<file path="src/rtl/uart_tx_scheduler_pkg.sv">
// Shared types and constants for the UART transmit scheduler.
// Consumers: uart_tx_scheduler_if, rr_arbiter, uart_tx_scheduler.
package uart_tx_sched_pkg;

  localparam int DATA_W      = 8;
  localparam int DEF_NUM_REQ = 4;

  typedef enum logic [1:0] {
    S_IDLE    = 2'd0,
    S_SEND    = 2'd1,
    S_RELEASE = 2'd2
  } state_e;

endpackage

</file>
<file path="src/rtl/uart_tx_scheduler_if.sv">
// Requester/transmitter bundle for uart_tx_scheduler.
// The master side holds the requesters and the transmitter; the slave side is the scheduler.
interface uart_tx_scheduler_if
  import uart_tx_sched_pkg::*;
#(
  parameter int NUM_REQ = DEF_NUM_REQ
);

  localparam int IDX_W = $clog2(NUM_REQ);

  logic [NUM_REQ-1:0]        req;
  logic [NUM_REQ*DATA_W-1:0] req_data;
  logic [NUM_REQ-1:0]        ack;
  logic [NUM_REQ-1:0]        sent;
  logic                      tx_start;
  logic [DATA_W-1:0]         tx_data;
  logic                      tx_done;
  logic                      busy;
  logic [IDX_W-1:0]          grant_id;

  modport master (
    output req, req_data, tx_done,
    input  ack, sent, tx_start, tx_data, busy, grant_id
  );

  modport slave (
    input  req, req_data, tx_done,
    output ack, sent, tx_start, tx_data, busy, grant_id
  );

endinterface

</file>
<file path="src/rtl/uart_tx_scheduler_arbiter.sv">
// Combinational arbiter: first requester found scanning upward from ptr, wrapping.
// With UART_TX_SCHED_FIXED_PRIO_EN defined the scan always starts at index 0.
module rr_arbiter
  import uart_tx_sched_pkg::*;
#(
  parameter int NUM_REQ = DEF_NUM_REQ
) (
  input  logic [NUM_REQ-1:0]         req,
  input  logic [$clog2(NUM_REQ)-1:0] ptr,
  output logic [NUM_REQ-1:0]         grant,
  output logic [$clog2(NUM_REQ)-1:0] grant_idx,
  output logic                       valid
);

  localparam int IDX_W = $clog2(NUM_REQ);

  logic [IDX_W-1:0] start;

`ifdef UART_TX_SCHED_FIXED_PRIO_EN
  logic unused_ptr;
  assign unused_ptr = ^ptr;
  assign start      = '0;
`else
  assign start = ptr;
`endif

  always_comb begin
    int               j;
    logic [IDX_W-1:0] cand;
    grant     = '0;
    grant_idx = '0;
    valid     = 1'b0;
    j         = 0;
    cand      = '0;
    for (int i = 0; i < NUM_REQ; i++) begin
      // Explicit wrap keeps non-power-of-two NUM_REQ correct.
      j = int'(start) + i;
      if (j >= NUM_REQ) j = j - NUM_REQ;
      cand = IDX_W'(j);
      if (!valid && req[cand]) begin
        valid       = 1'b1;
        grant[cand] = 1'b1;
        grant_idx   = cand;
      end
    end
  end

endmodule

</file>
<file path="src/rtl/uart_tx_scheduler.sv">
// Shares one UART transmitter among NUM_REQ byte requesters (IDLE -> SEND -> RELEASE).
// Round-robin by default; define UART_TX_SCHED_FIXED_PRIO_EN for fixed lowest-index priority.
module uart_tx_scheduler
  import uart_tx_sched_pkg::*;
#(
  parameter int NUM_REQ = DEF_NUM_REQ,
  parameter int DATA_W  = uart_tx_sched_pkg::DATA_W
) (
  input logic                clk,
  input logic                rst,
  uart_tx_scheduler_if.slave bus
);

  localparam int IDX_W = $clog2(NUM_REQ);

  state_e             state_q, state_d;
  logic [NUM_REQ-1:0] ack_q, ack_d;
  logic [NUM_REQ-1:0] sent_q, sent_d;
  logic               tx_start_q, tx_start_d;
  logic [DATA_W-1:0]  tx_data_q, tx_data_d;
  logic [IDX_W-1:0]   gid_q, gid_d;
  logic               busy_q;

  logic [NUM_REQ-1:0] gnt_oh;
  logic [IDX_W-1:0]   gnt_idx;
  logic               gnt_vld;
  logic [IDX_W-1:0]   ptr_q;
  logic [DATA_W-1:0]  win_byte;

  rr_arbiter #(
    .NUM_REQ (NUM_REQ)
  ) u_arb (
    .req       (bus.req),
    .ptr       (ptr_q),
    .grant     (gnt_oh),
    .grant_idx (gnt_idx),
    .valid     (gnt_vld)
  );

`ifdef UART_TX_SCHED_FIXED_PRIO_EN
  assign ptr_q = '0;
`else
  logic [IDX_W-1:0] ptr_d;

  // Pointer moves only when a grant is actually issued, never on idle cycles.
  always_comb begin
    ptr_d = ptr_q;
    if (state_q == S_IDLE && gnt_vld)
      ptr_d = (gnt_idx == IDX_W'(NUM_REQ - 1)) ? '0 : gnt_idx + 1'b1;
  end

  always_ff @(posedge clk or posedge rst) begin
    if (rst) ptr_q <= '0;
    else     ptr_q <= ptr_d;
  end
`endif

  always_comb begin
    win_byte = '0;
    for (int k = 0; k < NUM_REQ; k++)
      if (gnt_oh[k]) win_byte = bus.req_data[k*DATA_W +: DATA_W];
  end

  always_comb begin
    state_d    = state_q;
    ack_d      = '0;
    sent_d     = '0;
    tx_start_d = tx_start_q;
    tx_data_d  = tx_data_q;
    gid_d      = gid_q;
    unique case (state_q)
      S_IDLE: begin
        // tx_done is deliberately not looked at here.
        if (gnt_vld) begin
          ack_d      = gnt_oh;
          tx_data_d  = win_byte;
          gid_d      = gnt_idx;
          tx_start_d = 1'b1;
          state_d    = S_SEND;
        end
      end
      S_SEND: begin
        tx_start_d = 1'b1;
        if (bus.tx_done) begin
          sent_d     = {{(NUM_REQ-1){1'b0}}, 1'b1} << gid_q;
          tx_start_d = 1'b0;
          state_d    = S_RELEASE;
        end
      end
      S_RELEASE: begin
        // One low cycle lets the transmitter clear its done flag.
        tx_start_d = 1'b0;
        state_d    = S_IDLE;
      end
      default: begin
        tx_start_d = 1'b0;
        state_d    = S_IDLE;
      end
    endcase
  end

  always_ff @(posedge clk or posedge rst) begin
    if (rst) begin
      state_q    <= S_IDLE;
      ack_q      <= '0;
      sent_q     <= '0;
      tx_start_q <= 1'b0;
      tx_data_q  <= '0;
      gid_q      <= '0;
      busy_q     <= 1'b0;
    end else begin
      state_q    <= state_d;
      ack_q      <= ack_d;
      sent_q     <= sent_d;
      tx_start_q <= tx_start_d;
      tx_data_q  <= tx_data_d;
      gid_q      <= gid_d;
      busy_q     <= (state_d != S_IDLE);
    end
  end

  assign bus.ack      = ack_q;
  assign bus.sent     = sent_q;
  assign bus.tx_start = tx_start_q;
  assign bus.tx_data  = tx_data_q;
  assign bus.grant_id = gid_q;
  assign bus.busy     = busy_q;

endmodule

</file>
<file path="src/flat_wrapper.sv">
// flat-port wrapper written by rule: the top's interface ports become plain ports
module uart_tx_scheduler_flat import uart_tx_sched_pkg::*;
#(
  parameter int NUM_REQ = DEF_NUM_REQ,
  parameter int DATA_W  = uart_tx_sched_pkg::DATA_W
)
  (clk, rst, bus_req, bus_req_data, bus_tx_done, bus_ack, bus_sent, bus_tx_start, bus_tx_data, bus_busy, bus_grant_id);
  uart_tx_scheduler_if #(.NUM_REQ(NUM_REQ)) bus_i ();
  input logic clk;
  input logic rst;
  input wire logic [$bits(bus_i.req)-1:0] bus_req;
  input wire logic [$bits(bus_i.req_data)-1:0] bus_req_data;
  input wire logic [$bits(bus_i.tx_done)-1:0] bus_tx_done;
  output wire logic [$bits(bus_i.ack)-1:0] bus_ack;
  output wire logic [$bits(bus_i.sent)-1:0] bus_sent;
  output wire logic [$bits(bus_i.tx_start)-1:0] bus_tx_start;
  output wire logic [$bits(bus_i.tx_data)-1:0] bus_tx_data;
  output wire logic [$bits(bus_i.busy)-1:0] bus_busy;
  output wire logic [$bits(bus_i.grant_id)-1:0] bus_grant_id;
  assign bus_i.req = bus_req;
  assign bus_i.req_data = bus_req_data;
  assign bus_i.tx_done = bus_tx_done;
  assign bus_ack = bus_i.ack;
  assign bus_sent = bus_i.sent;
  assign bus_tx_start = bus_i.tx_start;
  assign bus_tx_data = bus_i.tx_data;
  assign bus_busy = bus_i.busy;
  assign bus_grant_id = bus_i.grant_id;
  uart_tx_scheduler #(.NUM_REQ(NUM_REQ), .DATA_W(DATA_W)) u_core (.clk(clk), .rst(rst), .bus(bus_i));
endmodule
</file>
<file path="config.mk">
export PLATFORM = sky130hd
export DESIGN_NAME = uart_tx_scheduler_flat
export DESIGN_NICKNAME = d
export VERILOG_FILES = /design/src/rtl/uart_tx_scheduler_pkg.sv /design/src/rtl/uart_tx_scheduler_if.sv /design/src/rtl/uart_tx_scheduler_arbiter.sv /design/src/rtl/uart_tx_scheduler.sv /design/src/flat_wrapper.sv
export SDC_FILE = /design/constraint.sdc
export NUM_CORES = 1
export LEC_CHECK = 0
export CAP_MARGIN = 20
export CORE_MARGIN = 2
export CORE_UTILIZATION = 47
export DETAILED_ROUTE_END_ITERATION = 7
export PLACE_DENSITY_LB_ADDON = 0.3
export SETUP_SLACK_MARGIN = 0.1
export SKIP_CTS_REPAIR_TIMING = 1
export SLEW_MARGIN = 20
export SYNTH_ARGS = -nofsm -noshare
export SYNTH_HDL_FRONTEND = slang
export SYNTH_SLANG_ARGS = --single-unit
</file>
<file path="constraint.sdc">
create_clock -name clk -period 3.5 [get_ports clk]
set_clock_uncertainty 0.15 [all_clocks]
set_input_delay 0.35 -clock clk [delete_from_list [all_inputs] [get_ports clk]]
set_output_delay 0.35 -clock clk [all_outputs]
set_load 0.1 [all_outputs]
</file>
* Yosys cells after proc, flatten, opt, wreduce, memory -nomap -nowiden *
Cells that the tools add are included.
Widths: inputs -> output; s select.

storage, ports and cells
  bits in registers = 24
  bits in latches = 0
  bits in writable memories = 0
  bits in read-only memories = 0
  input port bits = 39
  memories = 0

cells by class
  add/sub/neg operators = 8
  multipliers = 0
  divide/modulo/power cells = 0
  order comparisons = 12
  equal/unequal tests = 3
  shifts and indexed selects = 1
  multiplexer cells = 47
  bitwise logic cells = 3
  reduce and logical (&&, ||, !) cells = 14

operators with widths
  kind                 count
  $mux 4               8
  $mux 8               4
  $mux 2               11
  $mux 1               14
  $lt 2x3->1 const B   4
  $or 4x4->4           3
  $ge 3x3->1 const B   3
  $bmux 1 s2           4
  $demux 1 s2          4
  $ge 2x1->1 const B   4
  $logic_and 1x1->1    8
  $sub 2x1->2 const B  4
  $add 2x2->3 const B  2
  $pmux 2 s2           1
  $shl 1x2->4 const A  1
  $add 2x1->3 const B  1
  $ge 2x3->1 const B   1
  $logic_not 1->1      3
  $add 2x1->2 const B  1
  $eq 2x1->1 const B   1
  $eq 2x2->1 const B   1
  $logic_not 2->1      1
  $ne 2x1->1 const B   1
  $pmux 1 s2           1
  other kinds (2)      2

* Logic depth before layout (Yosys ltp) *
Gate-level depths: netlist of run 1.

  word-level depth = 18
  gate-level depth with buffers = 11
  mapped depth without buffers = 8

* Modules after synthesis *
A second synthesis of run 1 with hierarchy kept.

unflattened totals
  cell total of the unflattened synthesis = 159
  area total of the unflattened synthesis = 1646.6 sq um

modules (own cells, without submodules)
  module             instances  cells each  area an instance (sq um)  sequential area each (sq um)
  uart_tx_scheduler  1          114         1224.9                    600.6
  rr_arbiter         1          45          421.7                     0.0

* Least setup slack after synthesis of run 1 *
OpenSTA, ideal clock, no wires.

  path type = register to register
  from = register (tool-made name)
  to = register u_core.tx_data_q[0] (netlist: u_core.bus.tx_data[0])
  data arrival time = 2.467 ns
  path slack = 0.743 ns
  cell stages (with the launch flop) = 12
  buffers on the path = 3
  period minus slack after synthesis = 2.757 ns
  cells stage by stage = dfrtp_1 buf_6 inv_1 ha_1 clkbuf_1 and3b_1 o211ai_1 a21boi_1 or2_1 buf_6 o311ai_1 a31oi_1

RTL lines
  what                  RTL line                  RTL
  end signal, assigned  uart_tx_scheduler.sv:116  tx_data_q <= tx_data_d;
  end, declared         uart_tx_scheduler.sv:20   logic [DATA_W-1:0] tx_data_q, tx_data_d;

==> flow_summary.yaml, run 1 <==
clock_network:
  cts.sink_count: 24
  worst_setup_hold_path_clk_slew_ns: 0.08
  cts_inserted_buffers: 3
  cts.path.max_buffers: 2
  ctsHtreeMaxLevel: 1
  clk_latency_ns: 0.26
  cts_root_buffer: "sky130_fd_sc_hd__clkbuf_8"
  tritoncts_clock_tree: "built"
drt:
  route.final.wire_length_mm: 4.759
  via_per_inst: 6.053
  drtIter0Drc: 196
  routedWlPerCell_um: 15.81
  number_of_remaining_drc_errors: 0
  drt.antenna.violating_nets: 0
  firstDrtPassIters: 4
  total_number_of_vias: 1822
setup_path:
  critical_path_class: "reg2reg"
  worstPathMaxFanout: 11
  cpMaxStageDelayCell: "sky130_fd_sc_hd__ha_1"
  max_stage_delay_ns: 0.53
  crit_required_ns: 3.46
  crit_arrival_ns: 3.04
  setup.worst_path.start_class: "flop"
  cp_delay_by_family_top: "compound AO/OA/AOI/OAI gates"
  crit_chain: "inv_1 -> ha_1 -> mux4_2 -> a21oi_4 -> a2bb2oi_4 -> or2_1 -> o311ai_1 -> a31oi_1"
  timing.critical_path.to_type: "flop"
  cp.buffers_inverters: 1
sta:
  fmaxAchievable_ghz: 0.3250
  final_worst_path_cycle_share_pct: 87.93
  finalMaxSlewViolations: 0
  tightestPinTransition_ns: 0.9839
  report.final.hold_viol_count: 0
  slew-limit-headroom_pct: 34.20
  rsz0062_at_grt: "false"
  fin_tns_setup_ns: 0
  final_setup_violation_count: 0
  final_critical_delay_including_setup_and_external_delays_ns: 3.077
floorplanning:
  core_region_area_mm2: 0.003943
  total_i_o_pin_count: 59
  die_width_um: 67.53
  placementRows: 23
  initial_core_util_pct: 48.11
  vertical_die_dimension_um: 67.53
  full_die_area_mm2: 0.004560
global_route:
  grt_start_max_net_pins: 25
  grt.met3_usage_pct: 2.500
  global_route.overflow_total: 0
  grt_pass1_wl_mm: 7.700
  gr-usage-all-layers_pct: 21.67
  antenna_found_initial: 0
  global_route.usage.met2_pct: 32.48
  gr-usage-met1_pct: 33.54
  grt-busiest-layer: "met1"
  via_count_of_the_first_global_routing_pass: 1586
cells_and_area:
  layout.core_utilization_pct: 64.80
  antennaDiodeCount: 0
  final_layout_size_suffix_gt1_share_pct: 11.16
  number_of_filler_instances_in_the_final_layout: 351
  areaGrowthSynthToFinish_pct: 34.70
  total_non_filler_cell_area_in_the_finished_layout_mm2: 0.002555
  layout_commonest_cell: "sky130_fd_sc_hd__clkdlybuf4s50_1"
  mostFrequentLayoutCells: "sky130_fd_sc_hd__clkdlybuf4s50_1, sky130_fd_sc_hd__dfrtp_1, sky130_fd_sc_hd__nor2_1"
  fin_nets: 298
yosys:
  post_synth_instance_area_mm2: 0.001897
  syn_nets: 247
  post_synth.cell_area_avg_um2: 9.437
  post_synth_inst_count: 201
  synth_seq_cells: 24
  synth-async-reset-ratio_pct: 100.0
  yosysWarnings: 0
  synth_top_flop_cell: "sky130_fd_sc_hd__dfrtp_1"
  synth_seq_area_share_pct: 31.66
  post_synth_num_cell_types: 47
  synth_enable_flop_cells: 0
run:
  max_cap_viol_count: 0
run_status:
  run_status: "finished clean"
placed_design:
  port_buffers: 58
  finalWeightedCongestion: 0.8156
  place_hpwl_mm: 3.533
  placed_area_mm2: 0.002494
worst_hold_path:
  hp-class: "reg2reg"
-- worst register-to-register path: stages, from the launching register on --
cell and delay [ns]:
sky130_fd_sc_hd__dfrtp_1 0.35, sky130_fd_sc_hd__inv_1 0.13, sky130_fd_sc_hd__ha_1 0.53, sky130_fd_sc_hd__mux4_2 0.50, sky130_fd_sc_hd__a21oi_4 0.21, sky130_fd_sc_hd__a2bb2oi_4 0.11, sky130_fd_sc_hd__or2_1 0.34, sky130_fd_sc_hd__o311ai_1 0.48
sky130_fd_sc_hd__a31oi_1 0.14
-- path summary, 6_finish.rpt --
check                                        from               endpoint  slack, ns  cells past startpoint
min in group asynchronous                     rst      u_core.bus.ack[3]       0.42                      2
max in group asynchronous                     rst     u_core.bus.sent[1]       2.23                      2
hold / removal             u_core.bus.grant_id[0]     u_core.bus.sent[2]       0.36                      1
setup / recovery                             flop  u_core.bus.tx_data[4]       0.42                      8
setup reg to reg                             flop  u_core.bus.tx_data[4]       0.42                      8
hold reg to reg            u_core.bus.grant_id[0]     u_core.bus.sent[2]       0.36                      1
-- synth_stat cells, drive strengths merged (4+ instances only) --
cell | n | area share [%]
nand2 | 10 | 2.0
a221oi | 6 | 3.1
buf | 7 | 2.5
mux4 | 4 | 4.9
nor2 | 19 | 3.8
ha | 7 | 4.6
clkbuf | 9 | 1.8
o21ai | 4 | 1.1
o221a | 8 | 4.7
a31oi | 8 | 2.6
inv | 9 | 1.8
dfrtp | 24 | 32
nor3 | 4 | 1.1
nor2b | 5 | 2.0
a21oi | 13 | 4.0
o21bai | 8 | 3.2
o2bb2ai | 10 | 4.9
and3 | 9 | 3.0
o311ai | 8 | 3.7
-- layer usage --
layer  routed length, um  share of wire (%)
met1                2200                 46
met2                2282                 48
met3                 236                5.0
met4                  39               0.82
met5                   0                  0
-- state kept, by name, summed over array words and instances, names as in the netlist, named ones only --
signal / flops
u_core.bus.ack: 4
u_core.bus.busy: 1
u_core.bus.grant_id: 2
u_core.bus.sent: 4
u_core.bus.tx_data: 8
u_core.bus.tx_start: 1
u_core.ptr_q: 1
u_core.state_q: 2
-- cells by family after synthesis --
group,synth area share [%]
fa+ha+maj,4.617
buf+inv,6.068
simple gates,17.94
xor+xnor,0.4618
flops,31.66
compound gates,33.77
mux,5.475
-- per-stage QoR --
stage / setup WS (ns) / hold WS (ns) / instances
2_1_floorplan: 0.7433 / 0.2146 / 201
3_3_place_gp: 0.1901 / 0.3550 / 297
3_5_place_dp: 0.1488 / 0.3550 / 297
4_1_cts: 0.3903 / 0.3664 / 301
5_1_grt: 0.2110 / 0.3998 / 301
6_report: 0.4226 / 0.3615 / 301
-- cell type report --
| class | instances | area, um2 | share of cell area (%) |
|---|---|---|---|
| clock buffers | 4 | 55.05 | 2.155 |
| inverters | 9 | 33.78 | 1.322 |
| multi-input cells | 152 | 1192 | 46.67 |
| flip-flops and latches | 24 | 600.6 | 23.51 |
| well taps | 50 | 62.56 | 2.449 |
| repair buffers | 62 | 610.6 | 23.90 |
Power of run 1 is not shown: default switching activity piles up to over one toggle a cycle in this logic, so the estimate is an artifact.
==> run 2, diff against run 1 <==
--- a/config.mk
+++ b/config.mk
@@ -9,6 +9,7 @@
 export CORE_MARGIN = 2
 export CORE_UTILIZATION = 47
 export DETAILED_ROUTE_END_ITERATION = 7
+export GPL_TIMING_DRIVEN = 0
 export PLACE_DENSITY_LB_ADDON = 0.3
 export SETUP_SLACK_MARGIN = 0.1
 export SKIP_CTS_REPAIR_TIMING = 1
==> run 2 against run 1 <==
Routed wire length increased by 7.6%. Global-route usage increased by 2.0 points. Worst hold slack improved by 0.011 ns. Fmax fell by 3.9%. Non-clock buffer count rose by 12. Critical path depth is 3 higher. Sequential share of layout area shrank 0.61 points. Clock-buffer cell count did not move.
==> flow_summary.yaml, run 2 (synthesis gave the netlist of run 1 again) <==
run_status:
  run_status: "finished clean"
cells_and_area:
  multi_input_area_mm2: 0.001211
  number_of_flip_flops_under_the_largest_register_name: 8
  fin_nets: 310
  areaGrowthSynthToFinish_pct: 38.59
  mostFrequentLayoutCells: "sky130_fd_sc_hd__clkdlybuf4s50_1, sky130_fd_sc_hd__dfrtp_1, sky130_fd_sc_hd__nor2_1"
  layout_commonest_cell: "sky130_fd_sc_hd__clkdlybuf4s50_1"
  antennaDiodeCount: 0
  ff_latch_area_um2: 601.8
  number_of_filler_instances_in_the_final_layout: 350
  final_layout_size_suffix_gt1_share_pct: 13.69
drt:
  drt.antenna.violating_nets: 0
  met2RoutedLength_mm: 2.486
  routed.top_layer: "met4"
  routedWlPerCell_um: 16.35
  drt-met1-wl_mm: 2.335
  total_number_of_vias: 1882
  number_of_remaining_drc_errors: 0
  firstDrtPassIters: 4
  route.final.wire_length_mm: 5.119
  via_per_inst: 6.013
  detailroute.wirelength.met3_um: 235
  drtIter0Drc: 129
clock_network:
  clk_latency_ns: 0.27
  worst_setup_hold_path_clk_slew_ns: 0.08
  cts.path.max_buffers: 2
  cts.sink_count: 24
  cts_root_buffer: "sky130_fd_sc_hd__clkbuf_8"
  tritoncts_clock_tree: "built"
  ctsHtreeMaxLevel: 1
  cts_inserted_buffers: 3
global_route:
  via_count_of_the_first_global_routing_pass: 1678
  gr-usage-all-layers_pct: 23.64
  grt_pass1_wl_mm: 8.190
  antenna_found_initial: 0
  global_route.overflow_total: 0
  grt_start_max_net_pins: 25
sta:
  finalMaxSlewViolations: 0
  report.final.hold_viol_count: 0
  worst_slack_ns: 0.2980
  tightestPinTransition_ns: 0.9981
  fin_tns_setup_ns: 0
  fin_hold_ws_ns: 0.3725
  slew-limit-headroom_pct: 33.25
  final_critical_delay_including_setup_and_external_delays_ns: 3.202
  final_setup_violation_count: 0
  fmaxAchievable_ghz: 0.3123
  final_worst_path_cycle_share_pct: 91.49
  rsz0062_at_grt: "false"
setup_path:
  setup.worst_path.start_class: "flop"
  max_stage_delay_ns: 0.46
  crit_chain: "buf_6 -> inv_1 -> ha_1 -> clkbuf_2 -> and3b_1 -> o211ai_1 -> a21boi_2 -> or2_1 -> buf_6 -> o311ai_1 -> a31oi_1"
  cpMaxStageDelayCell: "sky130_fd_sc_hd__dfrtp_1"
  path_common_cell: "sky130_fd_sc_hd__buf_6"
  timing.critical_path.to_type: "flop"
  crit_required_ns: 3.49
  worstPathMaxFanout: 10
  critical_path_class: "reg2reg"
  crit_arrival_ns: 3.19
floorplanning:
  vertical_die_dimension_um: 67.53
  placementRows: 23
  core_region_area_mm2: 0.003943
  full_die_area_mm2: 0.004560
  die_width_um: 67.53
  initial_core_util_pct: 48.11
  total_i_o_pin_count: 59
placed_design:
  finalWeightedCongestion: 0.8776
  post-place-ws_ns: 0.1899
  place_hpwl_mm: 3.808
  port_buffers: 58
run:
  max_cap_viol_count: 0
worst_hold_path:
  hp-class: "reg2reg"
run 2: layout make-up:
type,count,share of cell area (%)
tap,50,2.380
sequential,24,22.89
multi-input combinational,152,46.07
clock buffer,4,2.094
buffer,16,3.189
timing repair buffer,58,22.08
inverter,9,1.285
run 2: per-stage QoR:
step                      cell area, um2  utilization [%]  instances
after floorplan                     1897                -        201
after global placement              2540            64.42        309
after detailed placement            2540            64.42        309
after CTS                           2595            65.82        313
after global routing                2629            66.68        313
final                               2629            66.68        313
run 2: metal layers:
metal / track usage (%) / vias to the layer above
met1: 34.45 / 921
met2: 37.25 / 60
met5: 0 / -
met4: 6.888 / 0
met3: 2.000 / 5
li1: - / 896
run 2: worst paths after layout:
| kind | startpoint | endpoint | slack [ns] | cells after the start |
|---|---|---|---|---|
| hold reg to reg | u_core.bus.grant_id[0] | u_core.bus.sent[2] | 0.37 | 1 |
| min in group asynchronous | rst | u_core.bus.ack[2] | 0.41 | 2 |
| setup reg to reg | flop | u_core.bus.tx_data[2] | 0.30 | 11 |
| setup / recovery | flop | u_core.bus.tx_data[2] | 0.30 | 11 |
| hold / removal | u_core.bus.grant_id[0] | u_core.bus.sent[2] | 0.37 | 1 |
| max in group asynchronous | rst | u_core.ptr_q[1] | 2.19 | 2 |
run 2: worst max-delay path, delay by kind of cell (launching register included):
family | cells | cell delay, ns
fa+ha+maj | 1 | 0.28
simple gates | 2 | 0.48
flops | 1 | 0.46
buf+inv | 4 | 0.70
compound gates | 4 | 1.00
Power of run 2 is left out for the same reason.
